===== src/rtl/vx_fpu_tag_tracker_pkg.sv =====
// Shared constants and types for the FPU tag tracker.
// Optional feature macro: FPU_TAG_CHECK_EN (checked responses, sticky tag_err).
package vx_fpu_tag_tracker_pkg;

    localparam int NUM_LANES_DEF  = 4;
    localparam int NUM_TAGS_DEF   = 8;
    localparam int META_WIDTH_DEF = 16;
    localparam int INST_FRM_BITS  = 3;
    localparam int FP_FLAGS_BITS  = 5;

    // IEEE exception flags as merged by the FPU units
    typedef struct packed {
        logic NV;
        logic DZ;
        logic OF;
        logic UF;
        logic NX;
    } fflags_t;

    // Tag-table entry at the default widths
    typedef struct packed {
        logic [META_WIDTH_DEF-1:0] meta;
        logic [NUM_LANES_DEF-1:0]  mask;
    } tag_entry_t;

    // Bit width needed to index n items, never less than 1
    function automatic int log2up(input int n);
        return (n > 1) ? $clog2(n) : 1;
    endfunction

endpackage


===== src/rtl/vx_fpu_tag_tracker_tag_alloc.sv =====
// Busy bitmask with lowest-free allocation, single free port and popcount.
// Optional feature macro: FPU_TAG_CHECK_EN (not used in this file).
module vx_fpu_tag_tracker_tag_alloc
    import vx_fpu_tag_tracker_pkg::*;
#(
    parameter  int NUM_TAGS = NUM_TAGS_DEF,
    localparam int TAGW     = log2up(NUM_TAGS),
    localparam int CNTW     = log2up(NUM_TAGS + 1)
) (
    input  logic                clk,
    input  logic                reset,
    input  logic                i_alloc,
    output logic [TAGW-1:0]     o_alloc_tag,
    output logic                o_any_free,
    input  logic                i_free,
    input  logic [TAGW-1:0]     i_free_tag,
    output logic [NUM_TAGS-1:0] o_busy,
    output logic [CNTW-1:0]     o_count
);

    logic [NUM_TAGS-1:0] r_busy;
    logic [NUM_TAGS-1:0] w_alloc_oh;
    logic [NUM_TAGS-1:0] w_free_oh;
    logic [TAGW-1:0]     w_tag;
    logic                w_found;
    logic [CNTW-1:0]     w_cnt;

    // Lowest-index free tag: scan downward so the smallest index wins
    always_comb begin
        w_tag   = '0;
        w_found = 1'b0;
        for (int i = NUM_TAGS - 1; i >= 0; i--) begin
            if (!r_busy[i]) begin
                w_tag   = TAGW'(i);
                w_found = 1'b1;
            end
        end
    end

    // Number of tags in flight
    always_comb begin
        w_cnt = '0;
        for (int i = 0; i < NUM_TAGS; i++) begin
            w_cnt = w_cnt + CNTW'(r_busy[i]);
        end
    end

    assign w_alloc_oh  = i_alloc ? (NUM_TAGS'(1) << w_tag) : '0;
    assign w_free_oh   = i_free ? (NUM_TAGS'(1) << i_free_tag) : '0;
    assign o_alloc_tag = w_tag;
    assign o_any_free  = w_found;
    assign o_busy      = r_busy;
    assign o_count     = w_cnt;

    // Clear then set, so a same-cycle alloc and free both land
    always_ff @(posedge clk) begin
        if (reset) r_busy <= '0;
        else       r_busy <= (r_busy & ~w_free_oh) | w_alloc_oh;
    end

endmodule


===== src/rtl/vx_fpu_tag_tracker.sv =====
// Tags FPU requests, keeps per-tag metadata/mask and re-attaches them to
// out-of-order responses. Optional feature macro: FPU_TAG_CHECK_EN drops
// responses on free tags and raises sticky tag_err.
module vx_fpu_tag_tracker
    import vx_fpu_tag_tracker_pkg::*;
#(
    parameter  int NUM_LANES  = NUM_LANES_DEF,
    parameter  int NUM_TAGS   = NUM_TAGS_DEF,
    parameter  int META_WIDTH = META_WIDTH_DEF,
    localparam int TAGW       = log2up(NUM_TAGS),
    localparam int CNTW       = log2up(NUM_TAGS + 1)
) (
    input  logic                     clk,
    input  logic                     reset,
    input  logic                     req_valid_in,
    output logic                     req_ready_in,
    input  logic [NUM_LANES-1:0]     req_mask,
    input  logic [INST_FRM_BITS-1:0] req_frm,
    input  logic [NUM_LANES*32-1:0]  req_dataa,
    input  logic [META_WIDTH-1:0]    req_meta,
    output logic                     fpu_valid,
    input  logic                     fpu_ready,
    output logic [NUM_LANES-1:0]     fpu_mask,
    output logic [INST_FRM_BITS-1:0] fpu_frm,
    output logic [NUM_LANES*32-1:0]  fpu_dataa,
    output logic [TAGW-1:0]          fpu_tag,
    input  logic                     fpu_rsp_valid,
    output logic                     fpu_rsp_ready,
    input  logic [TAGW-1:0]          fpu_rsp_tag,
    input  logic [NUM_LANES*32-1:0]  fpu_rsp_result,
    input  logic                     fpu_rsp_has_fflags,
    input  logic [FP_FLAGS_BITS-1:0] fpu_rsp_fflags,
    output logic                     rsp_valid,
    input  logic                     rsp_ready,
    output logic [META_WIDTH-1:0]    rsp_meta,
    output logic [NUM_LANES-1:0]     rsp_mask,
    output logic [NUM_LANES*32-1:0]  rsp_result,
    output logic [FP_FLAGS_BITS-1:0] rsp_fflags,
    output logic [CNTW-1:0]          pending_count,
    output logic                     tag_err
);

    typedef struct packed {
        logic [META_WIDTH-1:0] meta;
        logic [NUM_LANES-1:0]  mask;
    } w_entry_t;

    logic [NUM_TAGS-1:0] w_busy;
    logic [TAGW-1:0]     w_alloc_tag;
    logic                w_any_free;
    logic                w_req_fire;
    logic                w_rsp_fire;
    logic                w_rsp_fwd;
    logic                w_tag_busy;
    logic                w_free;
    w_entry_t            w_rd_entry;
    w_entry_t            r_table [NUM_TAGS];

    logic                     r_fpu_valid;
    logic [NUM_LANES-1:0]     r_fpu_mask;
    logic [INST_FRM_BITS-1:0] r_fpu_frm;
    logic [NUM_LANES*32-1:0]  r_fpu_dataa;
    logic [TAGW-1:0]          r_fpu_tag;

    logic                     r_rsp_valid;
    logic [META_WIDTH-1:0]    r_rsp_meta;
    logic [NUM_LANES-1:0]     r_rsp_mask;
    logic [NUM_LANES*32-1:0]  r_rsp_result;
    fflags_t                  r_rsp_fflags;

    assign req_ready_in  = w_any_free & (~r_fpu_valid | fpu_ready);
    assign w_req_fire    = req_valid_in & req_ready_in;
    assign fpu_rsp_ready = ~r_rsp_valid | rsp_ready;
    assign w_rsp_fire    = fpu_rsp_valid & fpu_rsp_ready;
    assign w_tag_busy    = w_busy[fpu_rsp_tag];
    // Clearing an already-free bit is a no-op, so gating by busy is safe in both builds
    assign w_free        = w_rsp_fire & w_tag_busy;
    assign w_rd_entry    = r_table[fpu_rsp_tag];

`ifdef FPU_TAG_CHECK_EN
    logic r_tag_err;

    assign w_rsp_fwd = w_rsp_fire & w_tag_busy;
    assign tag_err   = r_tag_err;

    // Sticky flag for a response arriving on a tag that is not in flight
    always_ff @(posedge clk) begin
        if (reset)                         r_tag_err <= 1'b0;
        else if (w_rsp_fire & ~w_tag_busy) r_tag_err <= 1'b1;
    end

    a_rsp_tag_busy: assert property (@(posedge clk) disable iff (reset)
        !(w_rsp_fire && !w_tag_busy))
        else $error("fpu response on free tag %0d", fpu_rsp_tag);
`else
    assign w_rsp_fwd = w_rsp_fire;
    assign tag_err   = 1'b0;
`endif

    vx_fpu_tag_tracker_tag_alloc #(
        .NUM_TAGS (NUM_TAGS)
    ) u_alloc (
        .clk         (clk),
        .reset       (reset),
        .i_alloc     (w_req_fire),
        .o_alloc_tag (w_alloc_tag),
        .o_any_free  (w_any_free),
        .i_free      (w_free),
        .i_free_tag  (fpu_rsp_tag),
        .o_busy      (w_busy),
        .o_count     (pending_count)
    );

    // Table entries change only on allocation; reads are asynchronous
    always_ff @(posedge clk) begin
        if (w_req_fire) r_table[w_alloc_tag] <= '{meta: req_meta, mask: req_mask};
    end

    // Issue-side valid: set on accept, dropped once the unit takes it
    always_ff @(posedge clk) begin
        if (reset)           r_fpu_valid <= 1'b0;
        else if (w_req_fire) r_fpu_valid <= 1'b1;
        else if (fpu_ready)  r_fpu_valid <= 1'b0;
    end

    // Issue-side payload, held while the unit stalls
    always_ff @(posedge clk) begin
        if (w_req_fire) begin
            r_fpu_mask  <= req_mask;
            r_fpu_frm   <= req_frm;
            r_fpu_dataa <= req_dataa;
            r_fpu_tag   <= w_alloc_tag;
        end
    end

    // Commit-side valid: one-entry output register
    always_ff @(posedge clk) begin
        if (reset)          r_rsp_valid <= 1'b0;
        else if (w_rsp_fwd) r_rsp_valid <= 1'b1;
        else if (rsp_ready) r_rsp_valid <= 1'b0;
    end

    // Commit-side payload with metadata re-attached from the table
    always_ff @(posedge clk) begin
        if (w_rsp_fwd) begin
            r_rsp_meta   <= w_rd_entry.meta;
            r_rsp_mask   <= w_rd_entry.mask;
            r_rsp_result <= fpu_rsp_result;
            r_rsp_fflags <= fpu_rsp_has_fflags ? fflags_t'(fpu_rsp_fflags) : '0;
        end
    end

    assign fpu_valid  = r_fpu_valid;
    assign fpu_mask   = r_fpu_mask;
    assign fpu_frm    = r_fpu_frm;
    assign fpu_dataa  = r_fpu_dataa;
    assign fpu_tag    = r_fpu_tag;
    assign rsp_valid  = r_rsp_valid;
    assign rsp_meta   = r_rsp_meta;
    assign rsp_mask   = r_rsp_mask;
    assign rsp_result = r_rsp_result;
    assign rsp_fflags = r_rsp_fflags;

endmodule


===== config.mk =====
export PLATFORM = sky130hd
export DESIGN_NAME = vx_fpu_tag_tracker
export DESIGN_NICKNAME = d
export VERILOG_FILES = /design/src/rtl/vx_fpu_tag_tracker_pkg.sv /design/src/rtl/vx_fpu_tag_tracker_tag_alloc.sv /design/src/rtl/vx_fpu_tag_tracker.sv
export SDC_FILE = /design/constraint.sdc
export NUM_CORES = 1
export LEC_CHECK = 0
export CORE_AREA = 2 2 231 233
export CTS_BUF_LIST = sky130_fd_sc_hd__clkbuf_8
export DETAILED_ROUTE_END_ITERATION = 10
export DIE_AREA = 0 0 233 235
export PLACE_DENSITY_LB_ADDON = 0.05
export SYNTH_ARGS = -nofsm -noshare
export SYNTH_HDL_FRONTEND = slang
export SYNTH_HIERARCHICAL = 1
export SYNTH_SLANG_ARGS = --single-unit
export TNS_END_PERCENT = 100

===== constraint.sdc =====
create_clock -name clk -period 12.2 [get_ports clk]
set_input_delay 1.22 -clock clk [delete_from_list [all_inputs] [get_ports clk]]
set_output_delay 1.22 -clock clk [all_outputs]
set_load 0.05 [all_outputs]

; Word level (Yosys, flattened, before mapping)
; Memories as Yosys holds them, arrays and structs flattened. A register that Yosys moved wholly into a read port is not among the register bits.
; Index checks and enable logic that the tools add are counted.
; Widths: inputs -> output; s select.
[totals]
regBits = 281
ramBits = 160
in_bits = 294
output_inout_bits = 300
wordCells = 63
mem_count = 1
[classes]
addsub = 7
magnitude_cmp = 1
shift = 2
n_mux = 26
n_bitwise = 11
n_reduce_logical = 2
[memory_table]
columns = name, depth, width, rd, rd_ports_with_merged_regs, write_ports, line
row1 = r_table, 8, 20, 1, 1, 1, vx_fpu_tag_tracker.sv:57  ; w_entry_t r_table [NUM_TAGS];
[ops]
columns = operator, n
row1 = $add 4x1->4, 6
row2 = $mux 3, 8
row3 = $mux 8, 2
row4 = $shl 1x3->8 const A, 2
row5 = $mux 1, 15
row6 = $and 8x8->8, 1
row7 = $not 8->8, 1
row8 = $or 8x8->8, 1
row9 = $and 1x1->1, 4
row10 = $lt 3x4->1 const B, 1
row11 = $reduce_bool 2->1, 2
row12 = $bmux 1 s3, 1
row13 = $add 1x1->2, 1
row14 = $not 1->1, 2
row15 = $or 1x1->1, 2

; Depth between registers and ports, before layout
; Gate-level depths: netlist of the first run.
[depth]
word_depth = 12
ltp_mapped = 9
depth_no_buf = 9

; Modules after synthesis
; Netlist of the first run, hierarchy kept.
[modules_own_cells]
columns = module, instances, cells_each, area_per_inst_um2, seq_area_each_um2
row1 = vx_fpu_tag_tracker, 1, 563, 15155.8, 13583.0
row2 = vx_fpu_tag_tracker_tag_alloc, 1, 79, 649.4, 160.2

; Worst setup path before layout of the first run
; Ideal clock, no wire load.
[synth_path]
path_type = input -> register
from = in req_valid_in
to = reg u_alloc.r_busy[1], in the netlist u_alloc/o_busy[1]
setup_time_ns = 0.069
arrival_ns = 8.171
required_time_ns = 12.131
setup_slack_ns = 3.960
stages = 6
path_buffers = 0
cell_sequence = nand2_1 > nor2_1 > nand2b_1 > a21oi_2 > o21ai_1 > o21ai_1
[synth_between]
elab_chain_len = 3
[synth_lines]
columns = item, line
row1 = "start, declared", vx_fpu_tag_tracker.sv:15  ; input logic req_valid_in,
row2 = $and 1x1->1, vx_fpu_tag_tracker.sv:72  ; assign w_req_fire = req_valid_in & req_ready_in;
row3 = net w_req_fire, vx_fpu_tag_tracker.sv:51  ; logic w_req_fire;
row4 = $mux 8, vx_fpu_tag_tracker_tag_alloc.sv:48  ; assign w_alloc_oh = i_alloc ? (NUM_TAGS'(1) << w_tag) : '0;
row5 = $or 8x8->8, vx_fpu_tag_tracker_tag_alloc.sv:58  ; else r_busy <= (r_busy & ~w_free_oh) | w_alloc_oh;
row6 = "end signal, assigned", vx_fpu_tag_tracker_tag_alloc.sv:58
row7 = "end, declared", vx_fpu_tag_tracker_tag_alloc.sv:21  ; logic [NUM_TAGS-1:0] r_busy;
; The timed path passes the listed nets, and every way through them passes these cells.
; A chain may end at the register's enable or synchronous reset.

; Worst setup path in the final report of the first run
[layout_path]
from = reg u_alloc.r_busy[0], in the netlist u_alloc/o_busy[0]
to = out pending_count[2]
[layout_between]
elab_chain_len = 7
[layout_lines]
columns = item, line
row1 = $add 1x1->2, vx_fpu_tag_tracker_tag_alloc.sv:44  ; w_cnt = w_cnt + CNTW'(r_busy[i]);
row2 = $add 4x1->4 (6 in series), vx_fpu_tag_tracker_tag_alloc.sv:44
row3 = "end, declared", vx_fpu_tag_tracker.sv:39  ; output logic [CNTW-1:0] pending_count,
; Every way passes these cells.

==> impl_metrics.csv, run 1 <==
group,metric,value,unit
clock_tree,hold_buffers,0,
pwr,power_density,152.6,nW/µm²
critical_path,criticalPathCategory,"flip-flop to primary output",
clock_tree,cts_setup_buffers,0,
timing,worstMarginPinSlew,1004,ps
route,drc_errors,0,
timing,max_slew_margin,33.09,%
timing,max_clock_freq,181.4,MHz
die,core_area,52240,µm²
clock_tree,cts_made_buffers,82,
yosys,ys_ff_latch,461,
yosys,synth-main-ff-cell,"edfxtp_1",
pwr,irDropWorstVdd,0.06949,mV
final_layout,fillers,4539,
timing,period_share,45.20,%
final_layout,fin_cells,2078,
route,vias,9204,
final_layout,seq_area,13740,µm²
final_layout,multi_input_area,1936,µm²
yosys,synth.avg_cell_area,24.62,µm²
global_route,first_global_vias,9298,
pwr,leakagePower,8.355,nW
placed_design,place_area,22630,µm²
route,antenna_left,0,
global_route,grt_antenna_before_repair,22,
pwr,total_power,3.681,mW
die,die_y,235,µm
placed_design,gp_congestion,0.9673,
final_layout,drive_gt1_share,11.88,%
flow_run,maxCapViolations,0,
timing,fin_tns_setup,0,ps
yosys,synth_edf_count,451,
yosys,ys_types,41,
clock_tree,cts_tree,"yes",
clock_tree,insertion_delay,640,ps
route,wl_per_cell,26.39,µm
clock_tree,cts_sinks,461,
critical_path,cp_data_arrival_time,4290,ps
die,core.rowCount,84,
timing,setup_viol,0,
timing,min_period,5514,ps
route,drt_iter0_markers,697,
timing,hold_ws,542.6,ps
status,status,"finished, final reports clean",
placed_design,place_ws,7330,ps
global_route,grt_pass1_wl,74.37,mm
yosys,syn-num-nets,943,
timing,worst_slack,6686,ps
timing,finClkSkew,16.75,ps
yosys,seq_area_frac_synth,86.95,%
clock_tree,h-tree-depth,3,
yosys,netlist_instances,642,
yosys,synth_top_cell_area_share,85.69,%
clock_tree,cts_buffer_depth,3,
die,initial_core_util,30.26,%
yosys,yosysWarnings,6,
route,dr.pass1.iters,5,
critical_path,required,10980,ps
timing,grt_setup_unrepaired,"no",
placed_design,dp_hpwl,39.23,mm
yosys,netlist_top_cells_area,"edfxtp_1 86%, mux4_1 6.0%, mux2_2 1.6%, dfxtp_1 1.3%, mux4_2 0.71%",
route,wl,54.85,mm
clock_tree,clockRootBuffer,"clkbuf_8",
clock_tree,cts_resized,0,
global_route,grt_max_degree,76,
global_route,grt_usage,19.63,%
clock_tree,path_clk_slew,60,ps
final_layout,final_cell_area,24120,µm²
critical_path,critPathLaunchType,"flip-flop",
critical_path,end_kind,"primary output",
final_layout,nets,1620,
timing,slew_viol_final,0,
die,top_level_ports,594,
die,dieArea,54760,µm²
worst_hold_path,min_path_type,"flip-flop to flip-flop",
route,drt-vias-per-instance,4.429,
final_layout,fin_util,46.17,%
yosys,synth_area_leader_cell,"edfxtp_1",
die,die_x,233,µm
critical_path,path_max_fanout,6,
placed_design,io_buffer_count,592,
final_layout,syn_to_final_growth,52.59,%
timing,hold_violations,0,
yosys,synthArstFlopShare,0,%
global_route,grt_overflow,0,
placed_design,dp_cells,1923,
yosys,netlist_area,15810,µm²
cell type report:
cell class              count  share of cell area [%]
diodes                     10                  0.1038
clock buffers              86                   4.908
clock inverters            59                   1.167
inverters                  19                  0.2957
multi-input cells         149                   8.026
flip-flops and latches    461                   56.99
well taps                 688                   3.569
repair buffers            606                   24.94
flip-flops by register name, summed over array words and instances (netlist names):
| name | cells |
|---|---|
| fpu_mask | 4 |
| rsp_valid | 1 |
| r_table | 160 |
| u_alloc/o_busy | 8 |
| rsp_fflags | 5 |
| fpu_frm | 3 |
| rsp_result | 128 |
| rsp_meta | 16 |
| fpu_dataa | 128 |
| rsp_mask | 4 |
| fpu_tag | 3 |
| fpu_valid | 1 |
worst max-delay path: stages, from the launching register on:
cell,delay [ps]
dfxtp_1,420
inv_1,90
fa_1,570
fa_1,440
fa_1,440
inv_1,70
ha_1,160
inv_1,60
fa_1,430
xnor2_1,150
clkdlybuf4s50_1,830
per-layer routing:
layer / GRT usage, % / vias to the layer above / share of wire [%]
li1: - / 4036 / -
met1: 23.92 / 4689 / 39
met2: 32.93 / 400 / 50
met3: 7.415 / 71 / 8.8
met4: 4.536 / 8 / 1.6
met5: 0 / - / 0.075
final timing paths:
path | start | to | slack (ps) | depth (start not counted)
worst min register to register | u_alloc/o_busy[1] | u_alloc/o_busy[1] | 540 | 2
worst max-delay path | u_alloc/o_busy[0] | pending_count[2] | 6690 | 10
worst min-delay path | u_alloc/o_busy[1] | u_alloc/o_busy[1] | 540 | 2
worst max register to register | u_alloc/o_busy[4] | fpu_mask[2] | 9020 | 6
report_power, final:
| part | switching (mW) | internal [mW] | leakage [nW] |
|---|---|---|---|
| combinational | 0.328 | 0.200 | 3.15 |
| clock | 0.633 | 0.674 | 0.850 |
| sequential | 0.0204 | 1.83 | 4.35 |
cell usage in the layout, fill, tap and decap left out, drive strengths merged, types with 2 or more instances in the layout:
| master | count |
|---|---|
| dfxtp | 10 |
| buf | 17 |
| a21oi | 6 |
| clkbuf | 86 |
| clkdlybuf4s50 | 589 |
| nand2b | 7 |
| a32o | 3 |
| or3 | 3 |
| fa | 4 |
| and2 | 7 |
| diode | 10 |
| nand4 | 5 |
| mux2 | 22 |
| nor2 | 13 |
| ha | 3 |
| clkinv | 29 |
| o21ai | 5 |
| inv | 47 |
| nor2b | 3 |
| nand2 | 11 |
| mux4 | 41 |
| edfxtp | 451 |
| nor3 | 2 |
synthesized netlist by cell type, types with 2 or more instances:
master and n:
o21ai_1 2, a21oi_1 5, o21ai_2 2, nor2b_1 3
nand2b_1 7, nand2_1 11, ha_1 3, nor2_1 13
clkbuf_1 7, inv_1 17, dfxtp_1 10, nand4_1 5
fa_1 4, edfxtp_1 451, mux2_2 22, a32o_1 3
or3_1 2, buf_6 5, inv_2 2, mux4_2 5
nor3_1 2, and2_1 7, mux4_1 36
logic make-up (layout without fill, tap and decap cells):
kind of cell / Yosys count / after routing / synth area share (%)
other cells: 1 / 11 / 0.02373
fa+ha+maj: 7 / 7 / 0.7442
compound gates: 23 / 23 / 1.140
xor+xnor: 1 / 1 / 0.05542
simple gates: 54 / 54 / 1.797
buf+inv: 32 / 770 / 1.021
mux: 63 / 63 / 8.265
flops: 461 / 461 / 86.95
(Power assumes the default switching activity.)
==> run 2, diff against run 1 <==
==> constraint.sdc (replaced) <==
create_clock -name clk -period 5.3 [get_ports clk]
set_input_delay 0.53 -clock clk [delete_from_list [all_inputs] [get_ports clk]]
set_output_delay 0.53 -clock clk [all_outputs]
set_load 0.05 [all_outputs]
==> impl_metrics.csv, run 2 (synthesis results as in run 1) <==
group,metric,value,unit
global_route,grt_antenna_before_repair,16,
route,antenna_left,0,
global_route,grt_pass1_wl,73.73,mm
global_route,grt_overflow,0,
clock_tree,h-tree-depth,3,
critical_path,criticalPathCategory,"flip-flop to primary output",
clock_tree,path_clk_slew,60,ps
critical_path,worst_path_max_delay_cell,"clkdlybuf4s50_1",
clock_tree,cts_resized,0,
flow_run,maxCapViolations,0,
die,top_level_ports,594,
die,die_x,233,µm
clock_tree,cts_tree,"yes",
clock_tree,cts_sinks,461,
global_route,grt_usage,19.67,%
final_layout,syn_to_final_growth,52.63,%
route,wl_per_cell,26.52,µm
pwr,power_density,351.3,nW/µm²
critical_path,critPathLaunchType,"flip-flop",
die,core_area,52240,µm²
clock_tree,clockRootBuffer,"clkbuf_8",
timing,grt_setup_unrepaired,"no",
die,initial_core_util,30.26,%
timing,max_clock_freq,207.1,MHz
pwr,leakagePower,8.353,nW
critical_path,r2r_slack,2770,ps
critical_path,critPathMostFrequentCell,"fa_1",
final_layout,largest_register,"r_table",
final_layout,largest_register_ffs,160,
die,core.rowCount,84,
route,drt-vias-per-instance,4.458,
timing,max_slew_margin,43.29,%
timing,min_period,4829,ps
critical_path,crit_chain,"inv_1 -> fa_1 -> fa_1 -> fa_1 -> inv_1 -> ha_1 -> inv_1 -> fa_1 -> xnor2_1 -> clkdlybuf4s50_1",
status,status,"finished, final reports clean",
final_layout,layout_common_cells,"590 x clkdlybuf4s50_1, 451 x edfxtp_1, 84 x clkbuf_8",
timing,slew_viol_final,0,
die,dieArea,54760,µm²
global_route,grt_max_degree,140,
placed_design,gp_congestion,0.8845,
final_layout,nets,1620,
global_route,first_global_vias,9149,
timing,hold_violations,0,
critical_path,required,4770,ps
timing,finClkSkew,24.11,ps
timing,period_share,91.12,%
pwr,irDropWorstVdd,0.3255,mV
critical_path,end_kind,"primary output",
critical_path,critPathBufInv,4,
worst_hold_path,min_path_type,"input pin to flip-flop",
timing,setup_viol,0,
clock_tree,hold_buffers,0,
route,drt_iter0_markers,525,
timing,worstMarginPinSlew,850.7,ps
route,dr.pass1.iters,4,
placed_design,io_buffer_count,592,
timing,fin_tns_setup,0,ps
clock_tree,cts_buffer_depth,3,
clock_tree,cts_made_buffers,82,
route,wl,54.82,mm
die,die_y,235,µm
final_layout,drive_gt1_share,11.76,%
critical_path,cp_slowest_stage_delay,850,ps
timing,hold_ws,334.2,ps
critical_path,path_max_fanout,6,
critical_path,cp_data_arrival_time,4300,ps
clock_tree,cts_setup_buffers,0,
clock_tree,insertion_delay,660,ps
route,vias,9214,
critical_path,critical-path-top-delay-family,"adder cells",
placed_design,dp_hpwl,39.54,mm
final_layout,final_common_cell,"clkdlybuf4s50_1",
route,drc_errors,0,
## run 2: cell types whose count changed in the layout (fill, tap and decap cells not counted), sizes merged, moves of 2 or more
cell,delta
clkinv,-3
clkinvlp,+2
clkbuf,-2
diode,-8
## run 2: layout make-up
cell class | instances | area (µm²)
Antenna cell | 2 | 5.005
Tap cell | 688 | 860.8
Multi-Input combinational cell | 149 | 1936
Clock inverter | 58 | 305.3
Clock buffer | 84 | 1156
Sequential cell | 461 | 13740
Timing Repair Buffer | 606 | 6046
Inverter | 19 | 71.32
Fill cell | 4552 | 28110
## run 2: path summary, 6_finish.rpt
path                startpoint           endpoint  cells past startpoint
max reg2reg  u_alloc/o_busy[4]  u_alloc/o_busy[6]                      8
min             fpu_rsp_tag[0]  u_alloc/o_busy[3]                      3
min reg2reg          fpu_valid          fpu_valid                      2
max          u_alloc/o_busy[0]   pending_count[2]                     10
## run 2: where the power goes
part,total (mW),switching [mW],internal (mW)
clock,3.01,1.45,1.57
combinational,1.21,0.751,0.461
sequential,4.25,0.0445,4.20
## run 2: layer usage
metal,track usage (%),vias up,wire length (µm)
met1,24.25,4709,21970
met3,7.961,90,4956
met5,0,-,81
met2,32.19,388,26790
met4,4.748,12,1029
li1,-,4015,-
## run 2: worst register-to-register path, stage by stage, from the launching register on
cell and delay [ps]:
dfxtp_1 500, nand4_1 240, or3_2 560, nand2_1 170
nor2_4 90, buf_12 270, nand2b_1 250, nor2_1 90
a32o_1 260
## run 2: metrics by stage
step / util, % / std cells / instance area (µm²) / setup slack, ps / total power, mW
final: 46.18 / 2067 / 24120 / 470.6 / 8.476
after global placement: 43.37 / 1923 / 22660 / 1145 / 5.547
after CTS: 46.17 / 2065 / 24120 / 390.9 / 8.616
after global routing: 46.17 / 2065 / 24120 / 284.4 / 8.814
after detailed placement: 43.37 / 1923 / 22660 / 1131 / 5.549
after floorplan: - / 642 / 15810 / 99.01 / 4.957
==> run 3, diff against run 2 <==
--- a/config.mk
+++ b/config.mk
@@ -5,10 +5,12 @@
 export SDC_FILE = /design/constraint.sdc
 export NUM_CORES = 1
 export LEC_CHECK = 0
-export CORE_AREA = 2 2 231 233
+export CELL_PAD_IN_SITES_DETAIL_PLACEMENT = 1
+export CELL_PAD_IN_SITES_GLOBAL_PLACEMENT = 1
+export CORE_AREA = 2 2 233 235
 export CTS_BUF_LIST = sky130_fd_sc_hd__clkbuf_8
 export DETAILED_ROUTE_END_ITERATION = 10
-export DIE_AREA = 0 0 233 235
+export DIE_AREA = 0 0 235 237
 export PLACE_DENSITY_LB_ADDON = 0.05
 export SYNTH_ARGS = -nofsm -noshare
 export SYNTH_HDL_FRONTEND = slang
==> impl_metrics.csv, run 3 (synthesis results as in run 1) <==
group,metric,value,unit
status,status,"finished, final reports clean",
timing,hold_violations,0,
timing,fin_tns_setup,0,ps
timing,slew_viol_final,0,
worst_hold_path,hold_end,"rsp_result[75]",
final_layout,nets,1624,
clock_tree,path_clk_slew,60,ps
route,antenna_left,0,
clock_tree,insertion_delay,650,ps
critical_path,worst_r2r_path_depth,5,
timing,hold_ws,431.1,ps
global_route,first_global_vias,9604,
clock_tree,cts_tree,"yes",
die,die_x,235,µm
clock_tree,h-tree-depth,3,
final_layout,largest_register,"r_table",
critical_path,critPathLaunchType,"flip-flop",
die,dieArea,55700,µm²
die,core_area,53280,µm²
critical_path,crit_chain,"inv_1 -> fa_1 -> fa_1 -> fa_1 -> inv_1 -> ha_1 -> inv_1 -> fa_1 -> xnor2_1 -> clkdlybuf4s50_1",
final_layout,layout_common_cells,"590 x clkdlybuf4s50_1, 451 x edfxtp_1, 87 x clkbuf_8",
pwr,leakagePower,8.397,nW
clock_tree,cts_sinks,461,
die,die_y,237,µm
final_layout,final_common_cell,"clkdlybuf4s50_1",
clock_tree,cts_buffer_depth,3,
critical_path,required,4770,ps
critical_path,end_kind,"primary output",
critical_path,worst_path_max_delay_cell,"clkdlybuf4s50_1",
final_layout,seq_area,13740,µm²
final_layout,multi_input_area,1936,µm²
timing,period_share,91.61,%
clock_tree,cts_resized,0,
timing,worst_slack,444.6,ps
final_layout,drive_gt1_share,11.86,%
final_layout,fillers,5108,
worst_hold_path,hold_depth,1,
global_route,grt_antenna_before_repair,11,
critical_path,path_max_fanout,6,
global_route,grt_max_degree,66,
critical_path,critical-path-top-delay-family,"adder cells",
critical_path,r2r_slack,2340,ps
placed_design,gp_congestion,0.9437,
route,wl,57.52,mm
timing,min_period,4855,ps
clock_tree,cts_made_buffers,83,
global_route,grt_overflow,0,
critical_path,rr_endpoint,"r_table[6][0]",
clock_tree,clockRootBuffer,"clkbuf_8",
final_layout,syn_to_final_growth,53.01,%
flow_run,maxCapViolations,0,
route,vias,9266,
critical_path,critPathBufInv,4,
global_route,grt_pass1_wl,78.54,mm
die,core.rowCount,85,
global_route,grt_usage,20.24,%
route,wl_per_cell,27.62,µm
critical_path,criticalPathCategory,"flip-flop to primary output",
clock_tree,cts_setup_buffers,0,
placed_design,place_ws,1072,ps
timing,setup_viol,0,
timing,finClkSkew,28.52,ps
die,initial_core_util,29.66,%
placed_design,io_buffer_count,592,
pwr,power_density,354.5,nW/µm²
clock_tree,hold_buffers,0,
route,drt-vias-per-instance,4.451,
route,drc_errors,0,
timing,max_slew_margin,35.81,%
critical_path,cp_data_arrival_time,4330,ps
timing,worstMarginPinSlew,962.8,ps
worst_hold_path,min_from,"fpu_rsp_result[75]",
placed_design,dp_hpwl,41.65,mm
final_layout,fin_util,45.39,%
route,drt_iter0_markers,625,
pwr,irDropWorstVdd,0.1795,mV
final_layout,largest_register_ffs,160,
worst_hold_path,min_path_type,"input pin to flip-flop",
die,top_level_ports,594,
route,dr.pass1.iters,5,
timing,grt_setup_unrepaired,"no",
critical_path,cp_slowest_stage_delay,860,ps
critical_path,r2r_start,"u_alloc/o_busy[4]",
critical_path,critPathMostFrequentCell,"fa_1",
timing,max_clock_freq,206.0,MHz
critical_path,crit_start,"u_alloc/o_busy[0]",
==> run 3: cell types whose count changed in the layout (fill, tap and decap cells not counted) <==
cell      before  now
clkinv_1      17   15
diode_2        2    3
clkbuf_8      84   87
inv_8          1    0
inv_1         42   48
clkinv_2       9    4
buf_4         12   16
buf_12         2    1
inv_6          1    3
==> run 3: worst reg2reg max path, stage by stage (launching register included) <==
cell,delay (ps)
dfxtp_1,490
a31oi_1,190
nor2_1,670
nand2_1,240
nor2_2,690
buf_4,370
==> run 3: per-stage QoR <==
step,power (mW),cell area (µm²),cells
floorplan,4.957,15810,642
CTS,8.736,24180,2079
detailed placement,5.562,22680,1934
finish,8.572,24180,2082
global placement,5.551,22680,1934
global route,8.910,24180,2079
==> run 3: final cells by class <==
cell class                      count  share of cell area [%]
Inverter                           19                  0.2949
Timing Repair Buffer              609                   25.04
Sequential cell                   461                   56.83
Antenna cell                        3                 0.03104
Clock buffer                       87                   4.951
Tap cell                          696                   3.601
Multi-Input combinational cell    149                   8.004
Clock inverter                     58                   1.247
==> run 3: routing by layer <==
layer | track usage, % | vias up | routed length (µm)
met5 | 0 | - | 44
met4 | 4.507 | 6 | 856
met3 | 8.125 | 75 | 5063
met2 | 33.39 | 372 | 28410
met1 | 25.01 | 4780 | 23140
li1 | - | 4033 | -
==> run 3: worst max-delay path by stage <==
stage	endpoint	slack, ps	depth (start not counted)
finish	pending_count[2]	440	10
global placement	pending_count[2]	1120	10
floorplan	u_alloc/o_busy[1]	100	6
detailed placement	pending_count[2]	1070	10
global route	pending_count[2]	160	10
CTS	pending_count[2]	320	10
==> run 3: where the power goes <==
| part | switching [mW] | internal [mW] |
|---|---|---|
| combinational | 0.759 | 0.462 |
| sequential | 0.0476 | 4.20 |
| clock | 1.49 | 1.61 |
